### config.mk
export PLATFORM = sky130hd
export DESIGN_NAME = bank_read_mux_flat
export DESIGN_NICKNAME = d
export VERILOG_FILES = /design/src/rtl/mem_bank_pkg.sv /design/src/rtl/bank_read_mux_if.sv /design/src/rtl/bank_read_mux_data_select.sv /design/src/rtl/bank_read_mux.sv /design/src/flat_wrapper.sv
export SDC_FILE = /design/constraint.sdc
export NUM_CORES = 1
export LEC_CHECK = 0
export CORE_AREA = 2 2 74 48
export CTS_CLUSTER_SIZE = 24
export DETAILED_ROUTE_END_ITERATION = 10
export DIE_AREA = 0 0 76 50
export PLACE_DENSITY = 0.76
export SLEW_MARGIN = 20
export SYNTH_ARGS = -nofsm -noshare
export SYNTH_HDL_FRONTEND = slang
export SYNTH_SLANG_ARGS = --single-unit
### constraint.sdc
create_clock -name i_clk -period 1.8 [get_ports i_clk]
set_clock_uncertainty 0.05 [all_clocks]
set_input_delay 0.18 -clock i_clk [delete_from_list [all_inputs] [get_ports i_clk]]
set_output_delay 0.18 -clock i_clk [all_outputs]
set_load 0.005 [all_outputs]
### src/rtl/mem_bank_pkg.sv
// mem_bank_pkg: shared bank-count, FSM encoding and one-hot bank decode
// for the memory bank read path. No ports; imported by the other files.
package mem_bank_pkg;
    localparam int NUM_BANKS      = 4;
    localparam int BANK_SEL_WIDTH = 2;

    typedef enum logic [1:0] {
        IDLE  = 2'd0,
        ISSUE = 2'd1,
        WAIT  = 2'd2,
        RESP  = 2'd3
    } state_t;

    function automatic logic [NUM_BANKS-1:0] bank_onehot(input logic [BANK_SEL_WIDTH-1:0] sel);
        logic [NUM_BANKS-1:0] en;
        en      = '0;
        en[sel] = 1'b1;
        return en;
    endfunction
endpackage

### src/rtl/bank_read_mux_if.sv
// bank_read_mux_if: signal bundle of the bank read-return path.
//   requester side : i_rd_req, i_address, o_req_ready
//   bank side      : o_bank_rd_en, o_bank_addr, i_bank_data0..3
//   response side  : o_rd_data, o_rd_valid, i_rd_ready
// slave modport is the read mux itself; master is the surrounding logic.
interface bank_read_mux_if
    import mem_bank_pkg::*;
#(
    parameter int ADDR_WIDTH = 4,
    parameter int DATA_WIDTH = 8
) ();
    logic                  i_rd_req;
    logic [ADDR_WIDTH-1:0] i_address;
    logic                  o_req_ready;
    logic [NUM_BANKS-1:0]  o_bank_rd_en;
    logic [ADDR_WIDTH-3:0] o_bank_addr;
    logic [DATA_WIDTH-1:0] i_bank_data0;
    logic [DATA_WIDTH-1:0] i_bank_data1;
    logic [DATA_WIDTH-1:0] i_bank_data2;
    logic [DATA_WIDTH-1:0] i_bank_data3;
    logic [DATA_WIDTH-1:0] o_rd_data;
    logic                  o_rd_valid;
    logic                  i_rd_ready;

    modport slave (
        input  i_rd_req, i_address, i_bank_data0, i_bank_data1, i_bank_data2, i_bank_data3, i_rd_ready,
        output o_req_ready, o_bank_rd_en, o_bank_addr, o_rd_data, o_rd_valid
    );

    modport master (
        output i_rd_req, i_address, i_bank_data0, i_bank_data1, i_bank_data2, i_bank_data3, i_rd_ready,
        input  o_req_ready, o_bank_rd_en, o_bank_addr, o_rd_data, o_rd_valid
    );
endinterface

### src/rtl/bank_read_mux_data_select.sv
// bank_data_select: combinational 4:1 mux of the bank read-data buses.
//   sel             : bank number
//   d0..d3          : bank read data
//   data            : selected bank's data
module bank_data_select
    import mem_bank_pkg::*;
#(
    parameter int DATA_WIDTH = 8
) (
    input  logic [BANK_SEL_WIDTH-1:0] sel,
    input  logic [DATA_WIDTH-1:0]     d0,
    input  logic [DATA_WIDTH-1:0]     d1,
    input  logic [DATA_WIDTH-1:0]     d2,
    input  logic [DATA_WIDTH-1:0]     d3,
    output logic [DATA_WIDTH-1:0]     data
);
    // sel 2'b11 falls to bank 3, matching the demultiplexer's default branch
    always_comb data = (sel == 2'd0) ? d0 : (sel == 2'd1) ? d1 : (sel == 2'd2) ? d2 : d3;
endmodule

### src/rtl/bank_read_mux.sv
// bank_read_mux: read-return path of the 4-bank memory. Decodes the top
// address bits to a bank, pulses a one-hot read enable for one cycle,
// waits BANK_LATENCY cycles, captures that bank's data and offers it
// under a valid/ready handshake.
//   i_clk   : clock, rising edge
//   i_rst_n : synchronous active-low reset
//   bus     : bank_read_mux_if slave (request, bank and response signals)
module bank_read_mux
    import mem_bank_pkg::*;
#(
    parameter int ADDR_WIDTH   = 4,
    parameter int DATA_WIDTH   = 8,
    parameter int BANK_LATENCY = 1
) (
    input  logic          i_clk,
    input  logic          i_rst_n,
    bank_read_mux_if.slave bus
);
    state_t                    state;
    state_t                    next_state;
    logic [BANK_SEL_WIDTH-1:0] sel;
    logic [2:0]                cnt;
    logic [DATA_WIDTH-1:0]     sel_data;

    bank_data_select #(.DATA_WIDTH(DATA_WIDTH)) u_select (
        .sel  (sel),
        .d0   (bus.i_bank_data0),
        .d1   (bus.i_bank_data1),
        .d2   (bus.i_bank_data2),
        .d3   (bus.i_bank_data3),
        .data (sel_data)
    );

    always_ff @(posedge i_clk) begin
        if (!i_rst_n) state <= IDLE;
        else          state <= next_state;
    end

    always_comb begin
        next_state = state;
        case (state)
            IDLE:    next_state = bus.i_rd_req ? ISSUE : IDLE;
            ISSUE:   next_state = WAIT;
            WAIT:    next_state = (cnt == 3'd0) ? RESP : WAIT;
            default: next_state = bus.i_rd_ready ? IDLE : RESP;
        endcase
    end

    always_comb bus.o_req_ready = (state == IDLE);

    // Datapath registers; reset wins, so an in-flight read is dropped
    // before the capture in WAIT can happen.
    always_ff @(posedge i_clk) begin
        if (!i_rst_n) begin
            sel              <= '0;
            cnt              <= '0;
            bus.o_bank_rd_en <= '0;
            bus.o_bank_addr  <= '0;
            bus.o_rd_data    <= '0;
            bus.o_rd_valid   <= 1'b0;
        end else begin
            case (state)
                IDLE: if (bus.i_rd_req) begin
                    sel              <= bus.i_address[ADDR_WIDTH-1 -: BANK_SEL_WIDTH];
                    bus.o_bank_addr  <= bus.i_address[ADDR_WIDTH-3:0];
                    bus.o_bank_rd_en <= bank_onehot(bus.i_address[ADDR_WIDTH-1 -: BANK_SEL_WIDTH]);
                end
                ISSUE: begin
                    bus.o_bank_rd_en <= '0;
                    cnt              <= 3'(BANK_LATENCY - 1);
                end
                WAIT: if (cnt != 3'd0) cnt <= cnt - 3'd1;
                else begin
                    bus.o_rd_data  <= sel_data;
                    bus.o_rd_valid <= 1'b1;
                end
                default: if (bus.i_rd_ready) bus.o_rd_valid <= 1'b0;
            endcase
        end
    end
endmodule

### src/flat_wrapper.sv
// flat-port wrapper written by rule: the top's interface ports become plain ports
module bank_read_mux_flat import mem_bank_pkg::*;
#(
    parameter int ADDR_WIDTH   = 4,
    parameter int DATA_WIDTH   = 8,
    parameter int BANK_LATENCY = 1
)
  (i_clk, i_rst_n, bus_i_rd_req, bus_i_address, bus_i_bank_data0, bus_i_bank_data1, bus_i_bank_data2, bus_i_bank_data3, bus_i_rd_ready, bus_o_req_ready, bus_o_bank_rd_en, bus_o_bank_addr, bus_o_rd_data, bus_o_rd_valid);
  bank_read_mux_if #(.ADDR_WIDTH(ADDR_WIDTH), .DATA_WIDTH(DATA_WIDTH)) bus_i ();
  input  logic i_clk;
  input  logic i_rst_n;
  input wire logic [$bits(bus_i.i_rd_req)-1:0] bus_i_rd_req;
  input wire logic [$bits(bus_i.i_address)-1:0] bus_i_address;
  input wire logic [$bits(bus_i.i_bank_data0)-1:0] bus_i_bank_data0;
  input wire logic [$bits(bus_i.i_bank_data1)-1:0] bus_i_bank_data1;
  input wire logic [$bits(bus_i.i_bank_data2)-1:0] bus_i_bank_data2;
  input wire logic [$bits(bus_i.i_bank_data3)-1:0] bus_i_bank_data3;
  input wire logic [$bits(bus_i.i_rd_ready)-1:0] bus_i_rd_ready;
  output wire logic [$bits(bus_i.o_req_ready)-1:0] bus_o_req_ready;
  output wire logic [$bits(bus_i.o_bank_rd_en)-1:0] bus_o_bank_rd_en;
  output wire logic [$bits(bus_i.o_bank_addr)-1:0] bus_o_bank_addr;
  output wire logic [$bits(bus_i.o_rd_data)-1:0] bus_o_rd_data;
  output wire logic [$bits(bus_i.o_rd_valid)-1:0] bus_o_rd_valid;
  assign bus_i.i_rd_req = bus_i_rd_req;
  assign bus_i.i_address = bus_i_address;
  assign bus_i.i_bank_data0 = bus_i_bank_data0;
  assign bus_i.i_bank_data1 = bus_i_bank_data1;
  assign bus_i.i_bank_data2 = bus_i_bank_data2;
  assign bus_i.i_bank_data3 = bus_i_bank_data3;
  assign bus_i.i_rd_ready = bus_i_rd_ready;
  assign bus_o_req_ready = bus_i.o_req_ready;
  assign bus_o_bank_rd_en = bus_i.o_bank_rd_en;
  assign bus_o_bank_addr = bus_i.o_bank_addr;
  assign bus_o_rd_data = bus_i.o_rd_data;
  assign bus_o_rd_valid = bus_i.o_rd_valid;
  bank_read_mux #(.ADDR_WIDTH(ADDR_WIDTH), .DATA_WIDTH(DATA_WIDTH), .BANK_LATENCY(BANK_LATENCY)) u_core (.i_clk(i_clk), .i_rst_n(i_rst_n), .bus(bus_i));
endmodule
### Word-level counts from Yosys, hierarchy flattened

Index checks and enable logic that the tools add are counted.
Widths: inputs -> output; s select.

| operators by class | value |
|---|---|
| $add $sub $neg | 1 |
| $mul | 0 |
| divide/modulo/power cells | 0 |
| magnitude comparators | 2 |
| eq/ne operators | 7 |
| shifts and indexed selects | 0 |
| multiplexer cells | 16 |
| bitwise operators | 2 |
| reductions and logical operators | 14 |

Operator list:

| cell | count |
|---|---|
| $mux 8 | 3 |
| $pmux 4 s2 | 1 |
| $reduce_and 2->1 | 4 |
| $pmux 2 s3 | 1 |
| $pmux 3 s2 | 1 |
| $reduce_bool 2->1 | 3 |
| $mux 1 | 5 |
| $eq 2x1->1 const B | 2 |
| $eq 2x2->1 const B | 2 |
| $logic_not 2->1 | 2 |
| $mux 4 | 1 |
| $ne 2x2->1 const B | 2 |
| $logic_not 3->1 | 1 |
| $lt 2x3->1 const B | 1 |
| $mux 3 | 1 |
| $reduce_and 3->1 | 1 |
| $reduce_bool 3->1 | 1 |
| $sub 3x1->3 const B | 1 |
| $demux 1 s2 | 1 |
| $ge 2x1->1 const B | 1 |
| $mux 2 | 1 |
| $ne 2x1->1 const B | 1 |
| $not 1->1 | 2 |
| $pmux 1 s2 | 1 |
| 2 further kinds | 2 |

| word-level totals | value |
|---|---|
| flip-flop bits (word level) | 22 |
| latch bits | 0 |
| RAM bits | 0 |
| bits in read-only memories | 0 |
| input port bits | 40 |
| word-level logic and storage cells | 49 |
| memories kept | 0 |

### Longest topological paths before layout

| logic depth | value |
|---|---|
| depth after elaboration | 6 |
| gate-level depth with buffers | 7 |

### By module

From an unflattened synthesis, not the netlist that was laid out.

| second synthesis, totals | value |
|---|---|
| cells, all modules | 121 |
| area, all modules | 1176.1 µm² |

Modules (own cells, without submodules):

| module | times used | cells each | area each (µm²) | sequential area each (µm²) |
|---|---|---|---|---|
| bank_read_mux | 1 | 111 | 979.7 | 440.4 |
| bank_data_select | 1 | 10 | 196.4 | 0.0 |

### Least setup slack after synthesis

OpenSTA, ideal clock, no wires.

| timing path | value |
|---|---|
| path type | register to register |
| from | register u_core.cnt[0] |
| to | register u_core.cnt[1] |
| setup time | 0.115 ns |
| arrival time | 1.391 ns |
| required time | 1.635 ns |
| slack | 0.245 ns |
| cell stages (with the launch flop) | 8 |
| buffers on the path | 1 |
| period minus slack after synthesis | 1.555 ns |
| path through | dfxtp_1 inv_1 ha_1 ha_1 clkbuf_1 nand2_1 a21oi_1 o21a_1 |

| between the ends | value |
|---|---|
| word-level cells in the longest chain between the ends | 3 |
| elaborated cells between the ends (all ways) | 6 |
| classes of those cells | add/sub (1); eq/ne (1); mux (2); reduce/logical (2) |

RTL lines:

| what | line | source |
|---|---|---|
| start: declaration | bank_read_mux.sv:22 | `logic [2:0] cnt;` |
| start signal: assignment | bank_read_mux.sv:70 | `cnt <= 3'(BANK_LATENCY - 1);` |
| start signal: assignment | bank_read_mux.sv:72 | `WAIT: if (cnt != 3'd0) cnt <= cnt - 3'd1;` |
| $sub 3x1->3 or $reduce_bool 3->1 (tied branches) | bank_read_mux.sv:72 |  |
| $mux 3 or $ne 2x1->1 (tied branches) | n/a |  |
| $pmux 3 s2 or $reduce_and 2->1 (tied branches) | n/a |  |

Several ways; a longest one is shown, not always the timed one. The select of a mux whose other input is x is not followed.
A chain may end at the register's enable or synchronous reset.

### Worst setup path after layout

| timing path | value |
|---|---|
| from | register u_core.cnt[0] |
| to | register u_core.state[0] |

| between the ends | value |
|---|---|
| word-level cells in the longest chain between the ends | 3 |

RTL lines:

| what | line | source |
|---|---|---|
| $logic_not 3->1 | bank_read_mux.sv:44 | `WAIT: next_state = (cnt == 3'd0) ? RESP : WAIT;` |
| $mux 1 | bank_read_mux.sv:44 |  |
| $pmux 2 s3 | bank_read_mux.sv:41 | `case (state)` |
| end signal: assignment | bank_read_mux.sv:36 | `else state <= next_state;` |
| end: declaration | bank_read_mux.sv:19 | `state_t state;` |

Every way passes these cells.

==> PnR_summary.wiki <==
{| class="wikitable"
! Metric !! Value
|-
| Data required time of the worst path || 1910 ps
|-
| Mux contribution to synthesized area || 0.153
|-
| Worst slew pin tran || 361 ps
|-
| Slew Viols, Final || 0
|-
| Longest Clk Path Bufs || 2
|-
| Leakage component of the power || 0.668 nW
|-
| Hold Fails Final Rpt || 0
|-
| Kind of start point of the critical path || flip-flop
|-
| Max transition margin || 0.758
|-
| Initial DRC Count || 58
|-
| EDFF count, synth || 0
|-
| Vias/cell || 5.12
|-
| Final setup TNS || 0 ps
|-
| Sequential share of the synthesized area || 0.373
|-
| CP Data Arrival Time || 1800 ps
|-
| Simple-gate area share of the yosys netlist || 0.194
|-
| Synthesized-area fraction occupied by ao, oa, aoi and oai cells || 0.157
|-
| Vias || 1158
|-
| Number of primary I/O pins || 56
|-
| Post-detailed-routing wire length || 3.40 mm
|-
| Switching component of the power || 0.514 mW
|-
| Number of endpoints failing setup at the final stage || 0
|-
| Clock-pin slew on the worst setup and hold paths || 80 ps
|-
| # diodes || 0
|-
| TritonCTS sink count || 22
|-
| H-tree levels || 1
|-
| Cts bufs inserted || 3
|-
| Crit Path Category || reg -> reg
|-
| Max Clock Freq || 594 MHz
|-
| Setup repair after global routing missed its margin || no
|-
| Resized Gates After CTS || 0
|-
| Total of buffers placed on input and output ports || 55
|-
| Cell area after technology mapping || 0.00118 sq mm
|-
| Largest driver fanout on the critical path || 10
|-
| Capturing element type of the critical path || flip-flop
|-
| Worst hold-check path type || reg -> reg
|-
| Period minus WS final || 1680 ps
|-
| Switching power share of the total || 0.295
|-
| Leading cell type in the layout, fill and taps excluded || sky130_fd_sc_hd__clkdlybuf4s50_1
|-
| Post-synthesis area per instance || 9.36 sq um
|-
| Post-detailed-route count of antenna-violating nets || 0
|-
| Fin crit share || 0.935
|-
| Largest net degree at the start of global routing || 20
|-
| Wire length of the first global-routing pass || 5.59 mm
|-
| Number of search-and-repair iterations in the first detailed-routing pass || 4
|-
| Adder-cell share of the synthesized area || 0.0636
|-
| Area enclosed by the die boundary || 0.00380 sq mm
|-
| Hold Buf Count CTS || 0
|-
| Area Growth Syn to Fin || 56.7%
|-
| Cell Rows || 16
|-
| Vias in the first global route || 1129
|-
| Pwr per Cell Area || 942 mW/mm^2
|-
| Number of buffers added for setup after CTS || 0
|-
| Starting density of the core || 0.380
|-
| Placed cell count || 222
|-
| Die boundary width || 76 um
|-
| Portion of total power attributed to combinational logic || 0.385
|-
| Max-Cap Viols || 0
|-
| Share of layout cells above drive strength 1 || 0.0497
|-
| Register bit total from synthesis || 22
|-
| Main combinational cell family by area after synthesis || simple AND/OR/NAND/NOR gates
|-
| Yosys Warn Count || 0
|-
| Power share of the clock group || 0.262
|-
| Total track usage || 0.187
|-
| Xor/xnor cell area share of the yosys netlist || 0.00742
|-
| Height of the die || 50 um
|-
| TritonCTS clock tree || yes
|-
| Non-Filler Instances || 226
|-
| Syn Inst Count || 126
|-
| Antenna violations before repair || 0
|-
| RD Place Congestion || 0.730
|-
| Cell-internal power || 1.23 mW
|-
| Total DRC errors in the routed layout || 0
|-
| Net count of the mapped netlist || 172
|-
| Core footprint || 0.00310 sq mm
|-
| Ys flop type || sky130_fd_sc_hd__dfxtp_1
|-
| Part of the power in registers || 0.353
|-
| Hpwl dp || 2.79 mm
|-
| Total global routing overflow || 0
|-
| Fraction of synthesis flops using an asynchronous set or reset pin || 0
|-
| Outcome || finished, final reports clean
|-
| Wirelength per Cell || 15.1 um
|-
| Most frequent cells in the layout || 55 x sky130_fd_sc_hd__clkdlybuf4s50_1, 22 x sky130_fd_sc_hd__dfxtp_1, 18 x sky130_fd_sc_hd__mux2i_1
|-
| Maximum vdd ir drop || 0.424 mV
|-
| Filler instances || 266
|-
| Root buffer cell || sky130_fd_sc_hd__clkbuf_8
|-
| Final nets || 228
|-
| Unique cell type count in the Yosys netlist || 30
|-
| Insertion delay to the later sink of the worst-skew pair || 260 ps
|}
synth_stat cells, types with 3 or more instances:
cell	count	area [sq um]
sky130_fd_sc_hd__nor3b_1	3	22.5
sky130_fd_sc_hd__a21boi_0	5	37.5
sky130_fd_sc_hd__nand2_1	12	45.0
sky130_fd_sc_hd__a21boi_1	4	30.0
sky130_fd_sc_hd__ha_1	6	75.1
sky130_fd_sc_hd__clkbuf_1	5	18.8
sky130_fd_sc_hd__inv_1	6	22.5
sky130_fd_sc_hd__mux2i_1	18	180
sky130_fd_sc_hd__dfxtp_1	22	440
sky130_fd_sc_hd__o221ai_1	8	70.1
sky130_fd_sc_hd__nand3_1	12	60.1
sky130_fd_sc_hd__a21oi_1	3	15.0
cells by family (layout without fill, tap and decap cells):
group | count (synthesis) | after routing
simple gates | 41 | 41
flops | 22 | 22
compound gates | 24 | 24
fa+ha+maj | 6 | 6
buf+inv | 14 | 69
mux | 18 | 18
xor+xnor | 1 | 1
power by group through the flow:
stage / clock network (mW) / registers, mW / logic [mW]
2_1_floorplan: 0 / 0.621 / 0.359
3_3_place_gp: 0 / 0.622 / 0.649
3_5_place_dp: 0 / 0.627 / 0.672
4_1_cts: 0.464 / 0.617 / 0.676
5_1_grt: 0.488 / 0.623 / 0.738
6_report: 0.456 / 0.615 / 0.670
worst paths after layout:
kind                                        endpoint  slack [ps]  cells after the start                               startpoint
max                       u_core.state[0]$_SDFF_PN0_         120                      6               u_core.cnt[0]$_SDFFE_PN0P_
min reg2reg  u_core.bus.o_bank_rd_en[1]$_SDFFE_PN0P_         410                      2  u_core.bus.o_bank_rd_en[1]$_SDFFE_PN0P_
max reg2reg               u_core.state[0]$_SDFF_PN0_         120                      6               u_core.cnt[0]$_SDFFE_PN0P_
min          u_core.bus.o_bank_rd_en[1]$_SDFFE_PN0P_         410                      2  u_core.bus.o_bank_rd_en[1]$_SDFFE_PN0P_
metrics by stage:
stage / hold WS [ps] / util / setup slack (ps) / power (mW) / area (sq um)
detailed placement: 402 / 0.573 / 129 / 1.30 / 1780
global placement: 392 / 0.573 / 232 / 1.27 / 1780
CTS: 413 / 0.596 / 114 / 1.76 / 1850
floorplan: 286 / - / 245 / 0.980 / 1180
finish: 412 / 0.596 / 117 / 1.74 / 1850
global route: 447 / 0.596 / 1.48 / 1.85 / 1850
flip-flops by register name, indices dropped and copies added, names as in the netlist:
register	cells
u_core.sel	2
u_core.cnt	3
u_core.state	2
u_core.bus.o_bank_rd_en	4
u_core.bus.o_rd_data	8
u_core.bus.o_rd_valid	1
u_core.bus.o_bank_addr	2
routing by layer:
layer  vias up  global-route usage  routed length, um
met1       544               0.231               1450
met4         0              0.0273                 13
met2        42               0.335               1740
met5         -                   0                  0
li1        570                   -                  -
met3         2              0.0513                195
critical path, cell delays in order (launching register included):
cell and delay [ps]:
sky130_fd_sc_hd__dfxtp_1 370, sky130_fd_sc_hd__inv_1 60, sky130_fd_sc_hd__ha_1 190, sky130_fd_sc_hd__ha_1 300, sky130_fd_sc_hd__nand2_1 300, sky130_fd_sc_hd__nand2_1 100
sky130_fd_sc_hd__o211a_1 220
final cells by class:
class	count	area, sq um	share of cell area
Clock buffer	3	41.3	0.0223
Clock inverter	1	30.0	0.0162
Inverter	6	22.5	0.0122
Multi-Input combinational cell	90	678	0.367
Sequential cell	22	440	0.238
Tap cell	45	56.3	0.0304
Timing Repair Buffer	59	581	0.314
No activity file was read; power rests on OpenSTA's default activity.
